$ cat src/rtl/hd44780_nybbler_if.sv
// Write-request bus between the controller stage and the HD44780 nybbler.
// The controller drives the request; the nybbler returns busy and completion.
interface hd44780_nybbler_if;
  logic       STB_I;
  logic [9:0] DAT_I;
  logic       STB_O;
  logic       BUSY_O;

  modport master (
    output STB_I,
    output DAT_I,
    input  STB_O,
    input  BUSY_O
  );

  modport slave (
    input  STB_I,
    input  DAT_I,
    output STB_O,
    output BUSY_O
  );
endinterface

$ cat src/rtl/hd44780_nybbler.sv
// 4-bit HD44780 write driver: splits a byte into nibbles, produces RS/E/DB timing
// with setup, pulse, gap and execution waits, then signals completion for one cycle.
module hd44780_nybbler #(
  parameter int SETUP_CYCLES      = 3,
  parameter int EPULSE_CYCLES     = 24,
  parameter int GAP_CYCLES        = 48,
  parameter int CMD_WAIT_CYCLES   = 1920,
  parameter int CLEAR_WAIT_CYCLES = 76800,
  parameter int ALIVE_BITS        = 23
) (
  input  logic              CLK_I,
  input  logic              RST_I,
  hd44780_nybbler_if.slave  bus,
  output logic              o_lcd_rs,
  output logic              o_lcd_rw,
  output logic              o_lcd_e,
  output logic [3:0]        o_lcd_d,
  output logic              o_alive
);

  typedef enum logic [2:0] {
    S_IDLE,
    S_SETUP_HI,
    S_EHIGH_HI,
    S_GAP,
    S_SETUP_LO,
    S_EHIGH_LO,
    S_WAIT,
    S_DONE
  } state_t;

  // The down-counter reaches zero on the last cycle of a state, so it is loaded
  // with count-1; a zero parameter is treated as one cycle.
  function automatic logic [16:0] reload(input int n);
    if (n <= 1) return 17'd0;
    return 17'(n - 1);
  endfunction

  localparam logic [16:0] L_SETUP  = reload(SETUP_CYCLES);
  localparam logic [16:0] L_EPULSE = reload(EPULSE_CYCLES);
  localparam logic [16:0] L_GAP    = reload(GAP_CYCLES);
  localparam logic [16:0] L_CMD    = reload(CMD_WAIT_CYCLES);
  localparam logic [16:0] L_CLEAR  = reload(CLEAR_WAIT_CYCLES);

  state_t                  r_state, w_state_nxt;
  logic [16:0]             r_cnt, w_cnt_nxt;
  logic                    r_single, w_single_nxt;
  logic                    r_clear, w_clear_nxt;
  logic [3:0]              r_lo, w_lo_nxt;
  logic                    r_rs, w_rs_nxt;
  logic [3:0]              r_d, w_d_nxt;
  logic                    r_e;
  logic                    r_busy;
  logic                    r_stb;
  logic [ALIVE_BITS-1:0]   r_alive;

  logic                    w_cnt_zero;
  logic                    w_is_clear;
  logic [16:0]             w_wait;

  assign w_cnt_zero = (r_cnt == 17'd0);
  assign w_wait     = r_clear ? L_CLEAR : L_CMD;
  // Clear display (0x01) and return home (0x02/0x03) need the long execution wait.
  assign w_is_clear = !bus.DAT_I[9] && (bus.DAT_I[7:0] inside {8'h01, 8'h02, 8'h03});

  // NOTE: every signal assigned in this block gets a default first, so no path
  // leaves a variable unassigned and no latch is inferred.
  always_comb begin
    w_state_nxt  = r_state;
    w_cnt_nxt    = r_cnt;
    w_single_nxt = r_single;
    w_clear_nxt  = r_clear;
    w_lo_nxt     = r_lo;
    w_rs_nxt     = r_rs;
    w_d_nxt      = r_d;

    case (r_state)
      S_IDLE: begin
        w_cnt_nxt = 17'd0;
        if (bus.STB_I) begin
          w_state_nxt  = S_SETUP_HI;
          w_cnt_nxt    = L_SETUP;
          w_single_nxt = bus.DAT_I[8];
          w_clear_nxt  = w_is_clear;
          w_lo_nxt     = bus.DAT_I[3:0];
          w_rs_nxt     = bus.DAT_I[9];
          w_d_nxt      = bus.DAT_I[7:4];
        end
      end
      S_SETUP_HI: begin
        if (w_cnt_zero) begin
          w_state_nxt = S_EHIGH_HI;
          w_cnt_nxt   = L_EPULSE;
        end else begin
          w_cnt_nxt = r_cnt - 17'd1;
        end
      end
      S_EHIGH_HI: begin
        if (w_cnt_zero) begin
          if (r_single) begin
            w_state_nxt = S_WAIT;
            w_cnt_nxt   = w_wait;
          end else begin
            w_state_nxt = S_GAP;
            w_cnt_nxt   = L_GAP;
          end
        end else begin
          w_cnt_nxt = r_cnt - 17'd1;
        end
      end
      S_GAP: begin
        if (w_cnt_zero) begin
          w_state_nxt = S_SETUP_LO;
          w_cnt_nxt   = L_SETUP;
          w_d_nxt     = r_lo;
        end else begin
          w_cnt_nxt = r_cnt - 17'd1;
        end
      end
      S_SETUP_LO: begin
        if (w_cnt_zero) begin
          w_state_nxt = S_EHIGH_LO;
          w_cnt_nxt   = L_EPULSE;
        end else begin
          w_cnt_nxt = r_cnt - 17'd1;
        end
      end
      S_EHIGH_LO: begin
        if (w_cnt_zero) begin
          w_state_nxt = S_WAIT;
          w_cnt_nxt   = w_wait;
        end else begin
          w_cnt_nxt = r_cnt - 17'd1;
        end
      end
      S_WAIT: begin
        if (w_cnt_zero) begin
          w_state_nxt = S_DONE;
          w_cnt_nxt   = 17'd0;
        end else begin
          w_cnt_nxt = r_cnt - 17'd1;
        end
      end
      S_DONE: begin
        w_state_nxt = S_IDLE;
        w_cnt_nxt   = 17'd0;
      end
      default: begin
        w_state_nxt = S_IDLE;
        w_cnt_nxt   = 17'd0;
      end
    endcase
  end

  // NOTE: state and outputs use non-blocking assignments so every register
  // samples the pre-edge values and simulation matches the synthesized flops.
  always_ff @(posedge CLK_I) begin
    if (RST_I) begin
      r_state  <= S_IDLE;
      r_cnt    <= 17'd0;
      r_single <= 1'b0;
      r_clear  <= 1'b0;
      r_lo     <= 4'd0;
      r_rs     <= 1'b0;
      r_d      <= 4'd0;
      r_e      <= 1'b0;
      r_busy   <= 1'b0;
      r_stb    <= 1'b0;
      r_alive  <= '0;
    end else begin
      r_state  <= w_state_nxt;
      r_cnt    <= w_cnt_nxt;
      r_single <= w_single_nxt;
      r_clear  <= w_clear_nxt;
      r_lo     <= w_lo_nxt;
      r_rs     <= w_rs_nxt;
      r_d      <= w_d_nxt;
      // Registered decodes of the next state keep E/BUSY/STB aligned with it.
      r_e      <= (w_state_nxt == S_EHIGH_HI) || (w_state_nxt == S_EHIGH_LO);
      r_busy   <= (w_state_nxt != S_IDLE);
      r_stb    <= (w_state_nxt == S_DONE);
      r_alive  <= r_alive + ALIVE_BITS'(1);
    end
  end

  assign bus.STB_O  = r_stb;
  assign bus.BUSY_O = r_busy;
  assign o_lcd_rs   = r_rs;
  assign o_lcd_rw   = 1'b0;
  assign o_lcd_e    = r_e;
  assign o_lcd_d    = r_d;
  assign o_alive    = r_alive[ALIVE_BITS-1];

endmodule

$ cat src/flat_wrapper.sv
// flat-port wrapper written by rule: the top's interface ports become plain ports
module hd44780_nybbler_flat 
#(
  parameter int SETUP_CYCLES      = 3,
  parameter int EPULSE_CYCLES     = 24,
  parameter int GAP_CYCLES        = 48,
  parameter int CMD_WAIT_CYCLES   = 1920,
  parameter int CLEAR_WAIT_CYCLES = 76800,
  parameter int ALIVE_BITS        = 23
)
  (CLK_I, RST_I, o_lcd_rs, o_lcd_rw, o_lcd_e, o_lcd_d, o_alive, bus_STB_I, bus_DAT_I, bus_STB_O, bus_BUSY_O);
  hd44780_nybbler_if bus_i ();
  input  logic CLK_I;
  input  logic RST_I;
  output logic o_lcd_rs;
  output logic o_lcd_rw;
  output logic o_lcd_e;
  output logic [3:0] o_lcd_d;
  output logic o_alive;
  input wire logic [$bits(bus_i.STB_I)-1:0] bus_STB_I;
  input wire logic [$bits(bus_i.DAT_I)-1:0] bus_DAT_I;
  output wire logic [$bits(bus_i.STB_O)-1:0] bus_STB_O;
  output wire logic [$bits(bus_i.BUSY_O)-1:0] bus_BUSY_O;
  assign bus_i.STB_I = bus_STB_I;
  assign bus_i.DAT_I = bus_DAT_I;
  assign bus_STB_O = bus_i.STB_O;
  assign bus_BUSY_O = bus_i.BUSY_O;
  hd44780_nybbler #(.SETUP_CYCLES(SETUP_CYCLES), .EPULSE_CYCLES(EPULSE_CYCLES), .GAP_CYCLES(GAP_CYCLES), .CMD_WAIT_CYCLES(CMD_WAIT_CYCLES), .CLEAR_WAIT_CYCLES(CLEAR_WAIT_CYCLES), .ALIVE_BITS(ALIVE_BITS)) u_core (.CLK_I(CLK_I), .RST_I(RST_I), .bus(bus_i), .o_lcd_rs(o_lcd_rs), .o_lcd_rw(o_lcd_rw), .o_lcd_e(o_lcd_e), .o_lcd_d(o_lcd_d), .o_alive(o_alive));
endmodule
$ cat config.mk
export PLATFORM = sky130hd
export DESIGN_NAME = hd44780_nybbler_flat
export DESIGN_NICKNAME = d
export VERILOG_FILES = /design/src/rtl/hd44780_nybbler_if.sv /design/src/rtl/hd44780_nybbler.sv /design/src/flat_wrapper.sv
export SDC_FILE = /design/constraint.sdc
export NUM_CORES = 1
export LEC_CHECK = 0
export ABC_AREA = 1
export CAP_MARGIN = 20
export CORE_MARGIN = 3
export CORE_UTILIZATION = 56
export DETAILED_ROUTE_END_ITERATION = 10
export HOLD_SLACK_MARGIN = 0.12
export PLACE_DENSITY = 0.89
export SLEW_MARGIN = 20
export SYNTH_ARGS = -nofsm -noshare
export SYNTH_HDL_FRONTEND = slang
export SYNTH_SLANG_ARGS = --single-unit
$ cat constraint.sdc
create_clock -name CLK_I -period 4.35 [get_ports CLK_I]
set_input_delay 0.87 -clock CLK_I [delete_from_list [all_inputs] [get_ports CLK_I]]
set_output_delay 0.87 -clock CLK_I [all_outputs]
set_load 0.01 [all_outputs]
==> impl_metrics.tcl, run 1 <==
set metrics [dict create \
    grt_overflow_total 0 \
    synth.most_common_cell "nand2_1" \
    critPathMaxFanout 2 \
    rsz0062_at_grt "no" \
    cts_root_buf "clkbuf_8" \
    hold_class "flip-flop to flip-flop" \
    tns_ns 0 \
    vias_per_cell 5.353 \
    crit_type "flip-flop to output pin" \
    die_w_um 77.80 \
    dr_wl_met3_um 361 \
    ant_nets 0 \
    worstHoldStart "u_core.r_lo[1]" \
    grt_pass1_wl_um 10350 \
    avgSynthCellArea_um2 7.180 \
    fill_cells 389 \
    die_area_um2 6052 \
    peakVddDrop_uv 329.1 \
    synthCells 402 \
    grt_max_degree 26 \
    intPower_mw 1.233 \
    routed.top_layer "met4" \
    clock_path_buffers 2 \
    fin_worst_skew_ns 0.008946 \
    drive_above_1_share_pct 11.60 \
    rows 25 \
    maxCapViolations 0 \
    p_per_area_nw_per_um2 660.2 \
    syn-num-nets 418 \
    wl_met2_um 2785 \
    p_comb_share_pct 48.0 \
    min_period_ns 2.092 \
    ys_types 40 \
    cts_tree "yes" \
    avgRoutedWirePerCell_um 12.16 \
    dr.pass1.iters 5 \
    fin_nets 443 \
    fin_hold_ws_ns 0.4656 \
    crit_chain "clkdlybuf4s50_1" \
    place_ws_ns 2.036 \
    port_buffers 21 \
    switchingPower_mw 0.9602 \
    synth_top_cell_area_share_pct 39.53 \
    seq_area_frac_synth_pct 39.53 \
    antenna_found_initial 0 \
    cts_setup_buffers 0 \
    hold_buffers 0 \
    clk_transition_reported_paths_ns 0.06 \
    synth-seq-cells 57 \
    die_h_um 77.80 \
    critPathLaunchType "flip-flop" \
    crit_path_top_delay_cell "clkdlybuf4s50_1" \
    gp_congestion 0.8963 \
    drc 0 \
    grt_usage_pct 21.57 \
    post-route-util_pct 68.52 \
    cp_top_family "buffers and inverters" \
    path_buf_inv 1 \
    hold_viol_final 0 \
    initial_utilization_pct 59.54 \
    p_clk_share_pct 21.2 \
    worst_slack_ns 2.258 \
    critPathLaunch "u_core.o_lcd_d[2]" \
    status "finished, final reports clean" \
    yosys-top-cells-area "dfxtp_1 40%, nand2_1 11%, a21oi_1 6.2%, nor2_1 6.1%, inv_1 5.6%" \
    synth_edf_count 0 \
    finalMaxSlewViolations 0 \
    grt_pass1_vias 2425 \
    cts_num_sinks 57 \
    diodes 0 \
    setup_viol 0 \
    power_frac_seq_pct 30.8 \
    coreArea_um2 4848 \
    clock_latency_ns 0.34 \
    synthFlopType "dfxtp_1" \
    power_mw 2.193 \
    io_pins 23 \
    drt-initial-drc-count 138 \
    async_flop_share_pct 0 \
    dp_hpwl_um 4367 \
    wl_met1_um 2745 \
    wl_um 6054 \
    sw_frac_of_total_pct 43.78 \
    yosysTopAreaCell "dfxtp_1" \
    critPathMaxStageDelay_ns 0.54 \
    numCtsBuffers 9 \
    num_vias 2666 \
    end_kind "output pin" \
    max_freq_ghz 0.4779 \
    cp.required_ns 3.48 \
    area_delta_synth_final_pct 15.08 \
    synth_area_um2 2887 \
    arrival_ns 1.22 \
    cts_resized 0 \
    synth_warnings 0 \
    htreeDepth 3 \
    period_share_pct 48.10 \
    r2r_start "u_core.r_cnt[0]" \
    synth_common_cells "86 x nand2_1, 57 x dfxtp_1, 47 x nor2_1" \
    p_leak_nw 1.413 \
]
## power groups by stage
| stage | Clock, mW | Combinational [mW] | Sequential, mW |
|---|---|---|---|
| floorplan | 0 | 0.830 | 0.673 |
| global placement | 0 | 1.02 | 0.683 |
| detailed placement | 0 | 1.04 | 0.684 |
| CTS | 0.470 | 1.05 | 0.674 |
| global route | 0.492 | 1.19 | 0.683 |
| finish | 0.464 | 1.05 | 0.675 |
## worst reg2reg max path: cells and delay by family (launching register included)
family | cells | cell delay (ns)
AND/OR/NAND/NOR | 6 | 0.59
flip-flops | 1 | 0.36
buffers and inverters | 3 | 0.34
AO/OA/AOI/OAI | 2 | 0.27
adder cells (fa/ha/maj) | 1 | 0.20
## path summary, 6_finish.rpt
path | slack (ns) | to | cells past startpoint
worst max-delay path | 2.26 | o_lcd_d[2] | 1
worst min-delay path | 0.47 | u_core.r_lo[1] | 2
worst min register to register | 0.47 | u_core.r_lo[1] | 2
worst max register to register | 2.47 | u_core.o_lcd_d[2] | 12
## registers in the layout, summed over array words and instances (netlist names)
signal	count
u_core.r_alive	23
u_core.o_lcd_rs	1
u_core.r_lo	4
u_core.r_single	1
u_core.bus.BUSY_O	1
u_core.r_cnt	17
u_core.o_lcd_d	4
u_core.o_lcd_e	1
u_core.r_clear	1
u_core.bus.STB_O	1
u_core.r_state	3
## cell families after synthesis
family	synth area share (%)
AO/OA/AOI/OAI	13.96
adder cells (fa/ha/maj)	1.301
buffers and inverters	7.628
AND/OR/NAND/NOR	33.81
flip-flops	39.53
other	0.1299
XOR/XNOR	3.641
## per-layer routing
metal	vias up	global-route usage, %
met2	85	34.67
met5	-	0
met4	0	12.99
met3	18	5.452
li1	1355	-
met1	1208	25.76
## cells in the final DEF (no fill, tap or decap), types with 9 or more instances in the layout
cell type        netlist  layout
a21oi_1               36      36
clkbuf_8               0       9
clkdlybuf4s50_1        0      21
dfxtp_1               57      57
inv_1                 43      43
nand2_1               86      86
nand3_1                9       9
nor2_1                47      47
nor3_1                12      12
o21ai_0               21      21
## stage by stage
stage / area [um^2] / cells
6_report: 3322 / 498
5_1_grt: 3322 / 498
4_1_cts: 3322 / 498
3_5_place_dp: 3146 / 483
3_3_place_gp: 3146 / 483
2_1_floorplan: 2887 / 402
## area by class of cell
cell class / count / area, um^2 / area share [%]
Timing Repair Buffer: 22 / 217.7 / 6.554
Clock buffer: 11 / 131.4 / 3.955
Sequential cell: 57 / 1141 / 34.35
Clock inverter: 4 / 45.04 / 1.356
Multi-Input combinational cell: 290 / 1525 / 45.91
Tap cell: 67 / 83.83 / 2.524
Inverter: 47 / 177.7 / 5.348
Power figures use the tool's default switching activity.
==> run 2, diff against run 1 <==
==> constraint.sdc (replaced) <==
create_clock -name CLK_I -period 2 [get_ports CLK_I]
set_input_delay 0.4 -clock CLK_I [delete_from_list [all_inputs] [get_ports CLK_I]]
set_output_delay 0.4 -clock CLK_I [all_outputs]
set_load 0.01 [all_outputs]
==> impl_metrics.tcl, run 2 (synthesis gave the netlist of run 1 again) <==
set metrics [dict create \
    status "finished, final reports clean" \
    avgRoutedWirePerCell_um 12.08 \
    grt_overflow_total 0 \
    rsz0062_at_grt "no" \
    fill_cells 409 \
    grt_max_degree 21 \
    fin_nets 444 \
    rows 25 \
    r2r_start "u_core.r_cnt[0]" \
    placed_cells 484 \
    max_freq_ghz 0.5582 \
    crit_path_top_delay_cell "dfxtp_1" \
    dp_hpwl_um 4536 \
    period_share_pct 89.57 \
    rrSetupSlack_ns 0.21 \
    peakVddDrop_uv 676.2 \
    place_ws_ns 0.2286 \
    p_per_area_nw_per_um2 1417 \
    die_w_um 77.80 \
    cts_setup_buffers 0 \
    die_area_um2 6052 \
    gp_congestion 0.9774 \
    worst_slack_ns 0.2086 \
    drt-initial-drc-count 143 \
    die_h_um 77.80 \
    min_period_ns 1.791 \
    post-route-util_pct 68.72 \
    placed_cell_area_um2 3153 \
    vias_per_cell 5.256 \
    cts_tree "yes" \
    p_leak_nw 1.410 \
    crit_end "u_core.r_cnt[1]" \
    dr.pass1.iters 4 \
    regMostFlops "u_core.r_alive" \
    coreArea_um2 4848 \
    cts_num_sinks 57 \
    clk_transition_reported_paths_ns 0.07 \
    largest_register_ffs 23 \
    tns_ns 0 \
    hold_class "flip-flop to flip-flop" \
    layout_commonest_cell "nand2_1" \
    grt_pass1_wl_um 10410 \
    clock_latency_ns 0.34 \
    clock_path_buffers 2 \
    end_kind "flip-flop" \
    maxCapViolations 0 \
    instances_no_fill 500 \
    area_delta_synth_final_pct 15.43 \
    initial_utilization_pct 59.54 \
    critPathMaxFanout 17 \
    wl_um 6042 \
    setup_viol 0 \
    drive_above_1_share_pct 12.47 \
    finalMaxSlewViolations 0 \
    hold_viol_final 0 \
    power_mw 4.723 \
    antenna_found_initial 0 \
    fin_area_um2 3332 \
    port_buffers 21 \
    cp_top_family "simple AND/OR/NAND/NOR gates" \
    cp.required_ns 2.26 \
    final_cell_mix "86 x nand2_1, 57 x dfxtp_1, 47 x nor2_1, 43 x inv_1, 36 x a21oi_1" \
    critPathLaunchType "flip-flop" \
    fin_worst_skew_ns 0.01150 \
    cts_root_buf "clkbuf_8" \
    critPathMaxStageDelay_ns 0.34 \
    diodes 0 \
    reg_top3 "u_core.r_alive: 23 flops, u_core.r_cnt: 17 flops" \
    r2r_end "u_core.r_cnt[1]" \
    critPathLaunch "u_core.r_cnt[0]" \
    htreeDepth 3 \
    ant_nets 0 \
    grt_usage_pct 21.37 \
    crit_chain "inv_1 -> ha_1 -> inv_1 -> nor2_1 -> nand2_1 -> nor2_4 -> nand2_4 -> clkinv_2 -> o211ai_1 -> nand2_1 -> a21oi_1" \
    path_buf_inv 3 \
    drc 0 \
    io_pins 23 \
    grt_pass1_vias 2384 \
    num_vias 2628 \
    fin_hold_ws_ns 0.4693 \
    arrival_ns 2.06 \
    path_depth 11 \
    crit_type "flip-flop to flip-flop" \
    numCtsBuffers 9 \
    r2r_cells 11 \
]
run 2: cell count changes in the layout (fill, tap and decap cells not counted):
cell,before,now
o21ai_2,1,0
clkinv_4,0,2
clkinvlp_4,0,2
buf_4,1,2
clkbuf_1,2,0
bufinv_16,1,0
o21ai_4,0,1
run 2: metal layers:
metal,share of wire (%),track usage (%),vias to the layer above
met2,47,35.36,63
met5,0,0,-
met4,2.1,11.21,0
li1,-,-,1371
met1,47,26.03,1182
met3,4.0,4.292,12
run 2: cell type report:
class / instances / area [um^2] / share of cell area (%)
clock buffer: 9 / 123.9 / 3.718
clock inverter: 7 / 47.55 / 1.427
inverter: 47 / 177.7 / 5.332
multi-input combinational: 290 / 1533 / 46.00
sequential: 57 / 1141 / 34.25
tap: 67 / 83.83 / 2.516
timing repair buffer: 23 / 225.2 / 6.759
run 2: where the power goes:
group | leakage (nW) | switching (mW) | internal [mW]
registers | 0.463 | 0.156 | 1.32
logic | 0.861 | 1.51 | 0.815
clock network | 0.0850 | 0.478 | 0.444
total | 1.41 | 2.15 | 2.57
run 2: worst min path at each step:
stage                       start                  to  slack (ns)  cells after the start
6_report           u_core.r_lo[0]      u_core.r_lo[0]        0.47                      2
4_1_cts            u_core.r_lo[0]      u_core.r_lo[0]        0.47                      2
5_1_grt        u_core.r_alive[21]  u_core.r_alive[21]        0.50                      2
3_3_place_gp       u_core.r_lo[3]      u_core.r_lo[3]        0.45                      2
2_1_floorplan   u_core.r_alive[7]   u_core.r_alive[7]        0.44                      1
3_5_place_dp       u_core.r_lo[0]      u_core.r_lo[0]        0.46                      2
run 2: what timing repair did:
action / 4_1_cts / 5_1_grt
setup endpoints to repair: 0 / 2
hold buffers: 0 / 0
gates resized for setup: 0 / 1
hold endpoints to repair: 0 / 0
run 2: worst min-delay path, delay by kind of cell (launching register included):
family          cells  cell delay, ns
flops               1            0.31
simple gates        1            0.06
compound gates      1            0.05
